--- src/rtl/trap_sequencer_pkg.sv ---
// Shared constants for the trap sequencer: exception codes,
// FSM state encodings and mtvec mode encodings.
package trap_sequencer_pkg;

    localparam int unsigned XLEN  = 64;
    localparam int unsigned CSR_W = (XLEN > 32) ? 32 : XLEN;

    localparam logic [3:0] NO_E      = 4'hF;
    localparam logic [3:0] EXT_IRQ_E = 4'd11;

    localparam logic [1:0] MTVEC_DIRECT   = 2'b00;
    localparam logic [1:0] MTVEC_VECTORED = 2'b01;

    typedef enum logic [2:0] {
        ST_IDLE          = 3'd0,
        ST_TRAP_COMMIT   = 3'd1,
        ST_TRAP_REDIRECT = 3'd2,
        ST_MRET_COMMIT   = 3'd3,
        ST_MRET_REDIRECT = 3'd4
    } trap_state_e;

endpackage

--- src/rtl/trap_target_calc.sv ---
// Redirect target computation: mtvec base (direct or vectored
// for interrupts) or mepc; zero when no redirect is requested.
module trap_target_calc
    import trap_sequencer_pkg::*;
(
    input  logic [CSR_W-1:0] i_mtvec,
    input  logic [CSR_W-1:0] i_mepc,
    input  logic             i_sel_mepc,
    input  logic             i_irq,
    input  logic             i_valid,
    output logic [CSR_W-1:0] o_pc
);

    logic [CSR_W-1:0] base;
    logic             vec;
    logic             unused_bits;

    assign unused_bits = ^i_mepc[1:0];

    // Select the target; vector offset only for interrupts in vectored mode
    always_comb begin
        base = {i_mtvec[CSR_W-1:2], 2'b00};
        vec  = i_irq && (i_mtvec[1:0] == MTVEC_VECTORED);
        o_pc = '0;
        if (i_valid) begin
            if (i_sel_mepc) begin
                o_pc = {i_mepc[CSR_W-1:2], 2'b00};
            end else if (vec) begin
                o_pc = base + (CSR_W'(EXT_IRQ_E) << 2);
            end else begin
                o_pc = base;
            end
        end
    end

endmodule

--- src/rtl/trap_sequencer.sv ---
// Trap sequencer: arbitrates exceptions, interrupts and mret into one event.
// Optional feature macro: TRAP_SEQ_EXT_IRQ_EN (external interrupt support).
module trap_sequencer
    import trap_sequencer_pkg::*;
(
    input  logic        i_clk,
    input  logic        i_rst,
    input  logic        i_clk_en,
    input  logic [3:0]  i_exc_code_fd,
    input  logic [31:0] i_exc_pc_fd,
    input  logic [3:0]  i_exc_code_em,
    input  logic [31:0] i_exc_pc_em,
    input  logic [31:0] i_exc_addr_em,
    input  logic        i_mret_e,
    input  logic [31:0] i_pc_e,
`ifdef TRAP_SEQ_EXT_IRQ_EN
    input  logic        i_ext_irq,
`endif
    input  logic [31:0] i_mtvec,
    input  logic [31:0] i_mepc,
    input  logic [31:0] i_mie,
    output logic [3:0]  o_exception_code_f_d_ff,
    output logic [31:0] o_exception_pc_f_d_ff,
    output logic [3:0]  o_exception_code_e_m_ff,
    output logic [31:0] o_exception_pc_e_m_ff,
    output logic [31:0] o_exception_addr_e_m_ff,
    output logic        o_mret,
    output logic        o_flush_f_d,
    output logic        o_flush_d_e,
    output logic        o_flush_e_m,
    output logic        o_redirect_valid,
    output logic [31:0] o_redirect_pc,
    output logic        o_busy,
    output logic        o_irq_taken
);

    trap_state_e state_q, state_d;

    logic [3:0]  fd_code_q, fd_code_d;
    logic [31:0] fd_pc_q, fd_pc_d;
    logic [3:0]  em_code_q, em_code_d;
    logic [31:0] em_pc_q, em_pc_d;
    logic [31:0] em_addr_q, em_addr_d;
    logic        irq_q, irq_d;

    logic exc_em, exc_fd, irq_pend, unused_mie;

    assign exc_em     = (i_exc_code_em != NO_E);
    assign exc_fd     = (i_exc_code_fd != NO_E);
    assign unused_mie = ^i_mie;

`ifdef TRAP_SEQ_EXT_IRQ_EN
    assign irq_pend = i_ext_irq && i_mie[11];
`else
    assign irq_pend = 1'b0;
`endif

    // State register; reset wins over the clock enable
    always_ff @(posedge i_clk) begin
        if (i_rst) begin
            state_q <= ST_IDLE;
        end else if (i_clk_en) begin
            state_q <= state_d;
        end
    end

    // Next state: events are only looked at in IDLE
    always_comb begin
        state_d = state_q;
        unique case (state_q)
            ST_IDLE: begin
                if (exc_em || exc_fd || irq_pend) begin
                    state_d = ST_TRAP_COMMIT;
                end else if (i_mret_e) begin
                    state_d = ST_MRET_COMMIT;
                end
            end
            ST_TRAP_COMMIT:   state_d = ST_TRAP_REDIRECT;
            ST_TRAP_REDIRECT: state_d = ST_IDLE;
            ST_MRET_COMMIT:   state_d = ST_MRET_REDIRECT;
            ST_MRET_REDIRECT: state_d = ST_IDLE;
            default:          state_d = ST_IDLE;
        endcase
    end

    // Channel next values: latch the winner, retire codes after commit
    always_comb begin
        fd_code_d = fd_code_q;
        fd_pc_d   = fd_pc_q;
        em_code_d = em_code_q;
        em_pc_d   = em_pc_q;
        em_addr_d = em_addr_q;
        irq_d     = irq_q;
        unique case (state_q)
            ST_IDLE: begin
                if (exc_em) begin
                    em_code_d = i_exc_code_em;
                    em_pc_d   = i_exc_pc_em;
                    em_addr_d = i_exc_addr_em;
                    fd_code_d = NO_E;
                    irq_d     = 1'b0;
                end else if (exc_fd) begin
                    fd_code_d = i_exc_code_fd;
                    fd_pc_d   = i_exc_pc_fd;
                    em_code_d = NO_E;
                    irq_d     = 1'b0;
                end else if (irq_pend) begin
                    em_code_d = EXT_IRQ_E;
                    em_pc_d   = i_pc_e;
                    em_addr_d = '0;
                    fd_code_d = NO_E;
                    irq_d     = 1'b1;
                end
            end
            ST_TRAP_COMMIT: begin
                fd_code_d = NO_E;
                em_code_d = NO_E;
            end
            ST_TRAP_REDIRECT: irq_d = 1'b0;
            default: ;
        endcase
    end

    // Channel registers presented to the CSR file
    always_ff @(posedge i_clk) begin
        if (i_rst) begin
            fd_code_q <= NO_E;
            fd_pc_q   <= '0;
            em_code_q <= NO_E;
            em_pc_q   <= '0;
            em_addr_q <= '0;
            irq_q     <= 1'b0;
        end else if (i_clk_en) begin
            fd_code_q <= fd_code_d;
            fd_pc_q   <= fd_pc_d;
            em_code_q <= em_code_d;
            em_pc_q   <= em_pc_d;
            em_addr_q <= em_addr_d;
            irq_q     <= irq_d;
        end
    end

    // Control outputs decoded from the registered state
    always_comb begin
        o_mret           = 1'b0;
        o_flush_f_d      = 1'b0;
        o_flush_d_e      = 1'b0;
        o_flush_e_m      = 1'b0;
        o_redirect_valid = 1'b0;
        o_busy           = (state_q != ST_IDLE);
        o_irq_taken      = 1'b0;
        unique case (state_q)
            ST_TRAP_COMMIT: begin
                o_flush_f_d = 1'b1;
                o_flush_d_e = 1'b1;
                o_flush_e_m = 1'b1;
                o_irq_taken = irq_q;
            end
            ST_TRAP_REDIRECT: begin
                o_flush_f_d      = 1'b1;
                o_flush_d_e      = 1'b1;
                o_flush_e_m      = 1'b1;
                o_redirect_valid = 1'b1;
            end
            ST_MRET_COMMIT: begin
                o_mret      = 1'b1;
                o_flush_f_d = 1'b1;
                o_flush_d_e = 1'b1;
                o_flush_e_m = 1'b1;
            end
            ST_MRET_REDIRECT: o_redirect_valid = 1'b1;
            default: ;
        endcase
    end

    assign o_exception_code_f_d_ff = fd_code_q;
    assign o_exception_pc_f_d_ff   = fd_pc_q;
    assign o_exception_code_e_m_ff = em_code_q;
    assign o_exception_pc_e_m_ff   = em_pc_q;
    assign o_exception_addr_e_m_ff = em_addr_q;

    trap_target_calc u_target (
        .i_mtvec    (i_mtvec),
        .i_mepc     (i_mepc),
        .i_sel_mepc (state_q == ST_MRET_REDIRECT),
        .i_irq      (irq_q),
        .i_valid    (o_redirect_valid),
        .o_pc       (o_redirect_pc)
    );

endmodule

--- config.mk ---
export PLATFORM = sky130hd
export DESIGN_NAME = trap_sequencer
export DESIGN_NICKNAME = d
export VERILOG_FILES = /design/src/rtl/trap_sequencer_pkg.sv /design/src/rtl/trap_target_calc.sv /design/src/rtl/trap_sequencer.sv
export SDC_FILE = /design/constraint.sdc
export NUM_CORES = 1
export LEC_CHECK = 0
export ABC_AREA = 1
export CAP_MARGIN = 5
export CORE_AREA = 2 2 145 147
export CTS_BUF_LIST = sky130_fd_sc_hd__clkbuf_8
export CTS_CLUSTER_SIZE = 28
export DETAILED_ROUTE_END_ITERATION = 8
export DIE_AREA = 0 0 147 149
export DONT_BUFFER_PORTS = 1
export MAX_ROUTING_LAYER = met4
export PLACE_DENSITY = 0.45
export SLEW_MARGIN = 20
export SYNTH_ARGS = -nofsm -noshare
export SYNTH_HDL_FRONTEND = slang
export SYNTH_SLANG_ARGS = --single-unit
--- constraint.sdc ---
create_clock -name i_clk -period 4.3 [get_ports i_clk]
set_clock_uncertainty 0.2 [all_clocks]
set_input_delay 0.86 -clock i_clk [delete_from_list [all_inputs] [get_ports i_clk]]
set_output_delay 0.86 -clock i_clk [all_outputs]
set_load 0.005 [all_outputs]
==> results of run 1 <==
==> registers in the layout, summed over array words and instances, names as in the netlist <==
name / count
o_exception_code_e_m_ff: 4
o_exception_addr_e_m_ff: 32
o_exception_pc_f_d_ff: 32
o_exception_code_f_d_ff: 4
state_q: 3
o_exception_pc_e_m_ff: 32
==> critical path: cells and delay by family (launching register included) <==
kind	cells	cell delay, ps
buffers and inverters	1	210
DFF	1	400
AOI/OAI and AO/OA	1	350
and+or+nand+nor	4	1010
==> power by group <==
group	internal (mW)	total [mW]	switching (mW)
registers	1.07	1.13	0.0624
clock network	0.234	0.608	0.374
logic	0.0839	0.245	0.161
total	1.38	1.98	0.597
==> stage by stage <==
| step | cell area [um2] | total power, mW | hold slack (ps) | util |
|---|---|---|---|---|
| floorplan | 4360 | 1.35 | 276 | - |
| global placement | 4500 | 1.40 | 296 | 0.219 |
| detailed placement | 4500 | 1.40 | 300 | 0.219 |
| CTS | 4680 | 2.03 | 304 | 0.228 |
| global route | 4690 | 2.11 | 304 | 0.228 |
| finish | 4690 | 1.98 | 310 | 0.228 |
==> cell usage in the layout, fill, tap and decap left out, types with 2 or more instances in the layout <==
| cell type | instances |
|---|---|
| inv_2 | 5 |
| inv_1 | 7 |
| conb_1 | 3 |
| nand2_2 | 3 |
| nor2_2 | 2 |
| dfxtp_1 | 107 |
| nor2_1 | 262 |
| nand3_1 | 20 |
| o21ai_0 | 40 |
| inv_6 | 2 |
| a21oi_1 | 2 |
| nor2_4 | 2 |
| clkbuf_8 | 10 |
| nand2_1 | 25 |
| o21ai_1 | 90 |
| buf_4 | 4 |
==> how the worst min path moves through the flow <==
stage,from,to,depth (start not counted)
after floorplan,state_q[2],state_q[2],2
after global placement,o_exception_pc_e_m_ff[30],o_exception_pc_e_m_ff[30],2
after detailed placement,o_exception_addr_e_m_ff[0],o_exception_addr_e_m_ff[0],2
after CTS,i_rst,state_q[2],1
after global routing,i_rst,state_q[2],1
final,o_exception_addr_e_m_ff[0],o_exception_addr_e_m_ff[0],2
==> routing by layer <==
layer  track usage  vias to the layer above
met1         0.127                     1648
met4        0.0457                        0
met2         0.177                      202
li1              -                     1897
met3        0.0502                       17
met5             -                        -
==> cell families (layout without fill, tap and decap cells) <==
kind of cell,after synthesis,count (layout),synth area share
AND/OR/NAND/NOR,316,316,0.286
AO/OA/AOI/OAI,132,132,0.152
flip-flops,107,107,0.492
buffers and inverters,57,32,0.0690
other,1,4,0.000862
==> area by class of cell <==
type | count | share of cell area
sequential | 107 | 0.457
clock buffer | 10 | 0.0294
antenna | 1 | 0.000534
multi-input combinational | 451 | 0.410
inverter | 12 | 0.00961
timing repair buffer | 5 | 0.0107
tap | 275 | 0.0734
clock inverter | 5 | 0.00961
==> run summary, run 1 <==
The routed layout has 3764 vias. After clock tree synthesis, the setup repair step added 0 buffers. TritonCTS built the clock tree.

The count of nets left with antenna violations once routing finished came out at 0. The register area was 2140 um2. The most critical setup path has its endpoint at o_redirect_pc[10].

The biggest cell delay along the critical path was 610 ps. In the synthesized netlist, the number of instances is 613. For the number of hold-repair buffers added at the cts stage, the log shows 0.

In this run the tool buffered the top-level ports with 0 buffer cells. The number of search-and-repair iterations in the first detailed-routing pass was 4; the CTS sink count was 107. The routed via count divided by cell count is 4.35. Dividing total power by cell area gives a power density of 423 nW/um2.

Setup violations remaining at the end of the flow were counted as 0. Relative to the synthesized area, the layout overhead comes to 7.68%. Pin count of the biggest net entering global routing: 65. The class of the most critical setup path is register to output pin. The layout cell share with drive strength beyond 1 is 0.0559, and the final-report max-slew violation count is 0. The detailed router used layers up to and including met4. The total routed wire length on the met1 layer is 5.30 mm, and the flop and latch count out of synthesis is 107. For the worst setup path, the data required time is 3240 ps.

The tools report the setup slack of the most critical reg-to-reg path as 1680 ps. The logs give 21900 um2 for the area of the die and 888 ps for the worst setup slack after layout. Counting the fill cells in the layout gives 2333. Sorting the synthesized cells by area gives the leading types as dfxtp_1 (49%), nor2_1 (23%), o21ai_1 (10%). For this run, design rule violations remaining after detail routing come to 0. The tools report the start of the worst register-to-register path as state_q[1]. The tool flagged a number of max-cap violations equal to 0. The tools report the timing startpoint of the critical path as state_q[1]. The most frequent cell after synthesis was nor2_1. In this run the worst path has a maximum fanout of 32. Number of antenna violations at the first check in global routing: 1.

The routed length per placed instance is 14.9 um. Cell type contributing the most total cell area after synthesis: dfxtp_1. For the number of global-route vias before repair, the log shows 3371. The run finished with clean final reports. At the later pin of the worst-skew pair, clock insertion delay measures 370 ps. Setup repair after global routing left no endpoint under its margin. Clock tree synthesis selected as its root buffer the cell clkbuf_8. The worst slew margin relative to its limit is 0.421, and the met2 layer wire length in the routed design is 5.92 mm. The worst-case IR drop observed on VDD is 0.110 mV.

The logs give 0 for the number of failing hold endpoints at the final stage and 9.12 mm for the detailed-placement wirelength estimate. The all-layer global routing usage was 0.113. The clock input transition at the sequential cells of the worst setup and hold paths is 110 ps, and the static leakage power is 1.74 nW. The async set-or-reset flop fraction in the synthesized netlist was 0. Walking the worst path, the cells encountered are nor2_4, nand2_1, buf_4, nand2_1, o21ai_0, nor2_1. The worst setup path is launched from a register. The number of warning messages in the yosys log came out at 0.

The clock passes through at most 2 buffers. STA classifies the critical path endpoint as an output pin. The run gives 2350 ps as the arrival time at the worst endpoint.

In the final design database the tool counted 822 nets. Area fraction of the dominant cell type after synthesis: 0.492. The routed wire length came out at 12.9 mm. For the routed length on met3, the log shows 1.48 mm.

The path class of the tightest hold or removal check is register to register. Before CTS, the worst setup slack after placement is 1240 ps. The count of cells in the finished layout, fillers not included, comes to 866. The depth of the worst register-to-register path came out at 7.

The violation count after the first detailed-route iteration was 182. In the final layout, the multi-input gates occupy 1920 um2. In this run, CTS created clock tree buffers numbering 9.

The share of the clock period used by the worst path after layout was 0.793; the level count of the clock H-tree was 3. The floorplan has 53 rows. The total overflow reported by the global router is 0, and the mean post-synth cell area is 7.10 um2. In the final timing run, aggregate negative setup slack is 0 ps. 379 I/O pins were placed. The number of gates resized after CTS was 0.

The post-synthesis sequential area ratio was 0.492. The final critical delay including setup and external delays was 3410 ps. Width of the chip: 147 um.

For this design, the slowest cell found on the critical path is nand2_1. The number of distinct library cell variants in the gate-level netlist after synthesis was 19. The synthesized netlist occupies a cell area of 4350 um2. The final estimated routing congestion in global placement was 0.783; the number of enable-type register cells in the synthesized netlist was 0. The overall die height works out to 149 um. By count the netlist is led by nor2_1 (262), dfxtp_1 (107), o21ai_1 (90). Critical register-to-register path endpoint: o_exception_pc_f_d_ff[24]. After floorplanning, the core was sized to cover 20600 um2.

Commonest register cell after synthesis: dfxtp_1. Counting tap cells, the placed design contains a total of 850 instances. The first global-routing pass estimated 18.8 mm of wire.

Timing would allow up to 293 MHz. The effective utilization at floorplan is 0.212. By instance count, the cell type seen most on the critical path is nand2_1.

The measured slew at the worst slew-check pin is 867 ps.
(Power assumes the default switching activity.)
==> run 2, diff against run 1 <==
clock period = 3.4 ns   (was 4.3 ns; I/O delays follow)
==> run 2 against run 1 <==
Effect of this change:
- critical path depth is 1 lower
- final cell count is 0.35% higher
- via count is 0.19% lower
- global-route usage is 0.35 points higher
- sequential share of layout area is 0.46 points lower
- die area stayed put
- register-to-register slack worse by 560 ps
- critical endpoint is now o_redirect_pc[11]
- setup slack worse by 480 ps
==> run summary, run 2 (same netlist as run 1, synthesis figures left out) <==
The run finished with clean final reports. The tools report the kind of end point of the critical path as an output pin (unchanged). The run gives 0 (unchanged) as the final-report max-slew violation count.

The number of antenna violations at the first check in global routing was 1 (unchanged); the top achievable clock speed was 334 MHz. The detailed-placement wirelength estimate was 9.19 mm (was 9.12 mm); the total of max-cap violations was 0 (unchanged). The total overflow reported by the global router came out at 0 (unchanged).

The run gives 406 ps (was 888 ps) as the worst setup slack after layout. Pin count of the biggest net entering global routing: 65 (unchanged). The tools report the number of global-route vias before repair as 3527 (was 3371). The width of the chip was 147 um (unchanged); the routed wire length was 12.9 mm (about the same). The highest net fanout along the worst path is 31 (was 32), and the worst-skew pair later-pin latency is 370 ps (about the same). The run gives 0.212 (unchanged) as the effective utilization at floorplan. The share of the clock period used by the worst path after layout came out at 0.881. The core area was 20600 um2 (unchanged). The worst setup slack after placement is 811 ps (was 1240 ps), and the routed length per placed instance is 14.8 um (was 14.9 um). The area overhead of the layout relative to synthesis was 8.77% (was 7.68%); the number of ports placed on the die boundary was 379 (unchanged). The number of search-and-repair iterations in the first detailed-routing pass was 6 (was 4); the critical path data required time was 2520 ps (was 3240 ps). The number of standard-cell rows in the floorplan was 53 (unchanged); the count of buffers inserted at the top-level ports was 0 (unchanged).

The number of hold-repair buffers added at the cts stage is 0 (unchanged). Level count of the clock H-tree: 3 (unchanged). Class of the most critical setup path: register to output pin (unchanged). The maximum resistive drop on vdd is 0.139 mV (was 0.110 mV).

The smallest clock period supported by the final layout is computed as 2990 ps. Violation count after the first detailed-route iteration: 185 (was 182). The run gives 0 (unchanged) as the post-cts gate resize count. The measured slew at the worst slew-check pin is 810 ps (was 867 ps), and the number of remaining DRC errors is 0 (unchanged).

Clock input transition at the sequential cells of the worst setup and hold paths: 110 ps (about the same). The root buffer selected by CTS is clkbuf_8 (unchanged). The worst min-delay path class is input port to register (was register to register).

Kind of start point of the critical path: a register (unchanged). For the post-CTS repair timing setup buffer count, the log shows 0 (unchanged). The layout cell share with drive strength beyond 1 was 0.0607 (was 0.0559); the CTS sink count was 107 (unchanged). Most common cell after layout, fill and taps aside: nor2_1 (unchanged). The static leakage power is 1.77 nW (was 1.74 nW), and the all-layer global routing usage is 0.117 (was 0.113).

The overall die height works out to 149 um (unchanged). The run gives 0 ps (unchanged) as the summed negative setup slack over all endpoints. For the final hold slack, the log shows 156 ps (was 310 ps). For the final estimated routing congestion in global placement, the log shows 0.777 (was 0.783).

The total placed cells including tap cells is 853 (was 850). Setup repair after global routing left no endpoint under its margin. The remaining number of nets flagged by the antenna check after routing was 0 (unchanged).

The tools report the total via count after detailed routing as 3757 (was 3764). The routed via count divided by cell count is 4.32 (was 4.35). The power per cell area is 542 nW/um2 (was 423 nW/um2), and the arrival time at the worst endpoint is 2110 ps (was 2350 ps). For the final setup violation count, the log shows 0 (unchanged).

For the worst slew margin relative to its limit, the log shows 0.459 (was 0.421). Count of non-filler cells in the finished layout: 869 (was 866). The area of the die is 21900 um2 (unchanged). The final layout net count is 825 (was 822).

Commonest cells after routing, fill and taps aside: nor2_1 (262), dfxtp_1 (107), o21ai_1 (90) (unchanged). The run gives 2 (unchanged) as the number of buffers between clock root and the deepest sink. The number of failing hold endpoints at the final stage is 0 (unchanged). TritonCTS built the clock tree. The first-pass GRT wire length is 19.5 mm (was 18.8 mm). The number of buffers added by the clock tree synthesis step was 9 (unchanged).
run 2: final timing paths:
| check | slack [ps] | endpoint | from | cells after the start |
|---|---|---|---|---|
| min reg2reg | 310 | o_exception_addr_e_m_ff[2] | o_exception_addr_e_m_ff[2] | 2 |
| max | 410 | o_redirect_pc[11] | state_q[1] | 5 |
| max reg2reg | 1120 | o_exception_pc_e_m_ff[7] | state_q[1] | 8 |
| min | 160 | state_q[2] | i_rst | 1 |
run 2: where the power goes:
| part | switching [mW] | internal (mW) |
|---|---|---|
| combinational | 0.204 | 0.107 |
| sequential | 0.0785 | 1.35 |
| clock | 0.475 | 0.356 |
run 2: stage by stage:
step                cell area [um2]  power, mW   util
floorplan                      4360       1.71      -
global placement               4520       1.77  0.220
detailed placement             4520       1.77  0.220
CTS                            4730       2.63  0.230
global route                   4730       2.74  0.230
finish                         4730       2.57  0.230
run 2: worst max-delay path: stages (launching register included):
cell and delay, ps:
dfxtp_1 400, nor2_4 140, nand2_1 80, nand2_1 600, o21ai_0 310, nor2_1 200
run 2: cell type report:
class,count,area [um2]
clock buffers,9,124
fillers,2354,15800
multi-input cells,451,1920
diodes,1,2.50
inverters,12,45.0
flip-flops and latches,107,2140
clock inverters,6,83.8
repair buffers,8,72.6
well taps,275,344
run 2: per-layer routing:
layer / track usage / vias up / routed length [um]
met1: 0.128 / 1630 / 5130
li1: - / 1907 / -
met5: - / - / 0
met4: 0.0466 / 0 / 273
met2: 0.187 / 202 / 5970
met3: 0.0505 / 18 / 1500
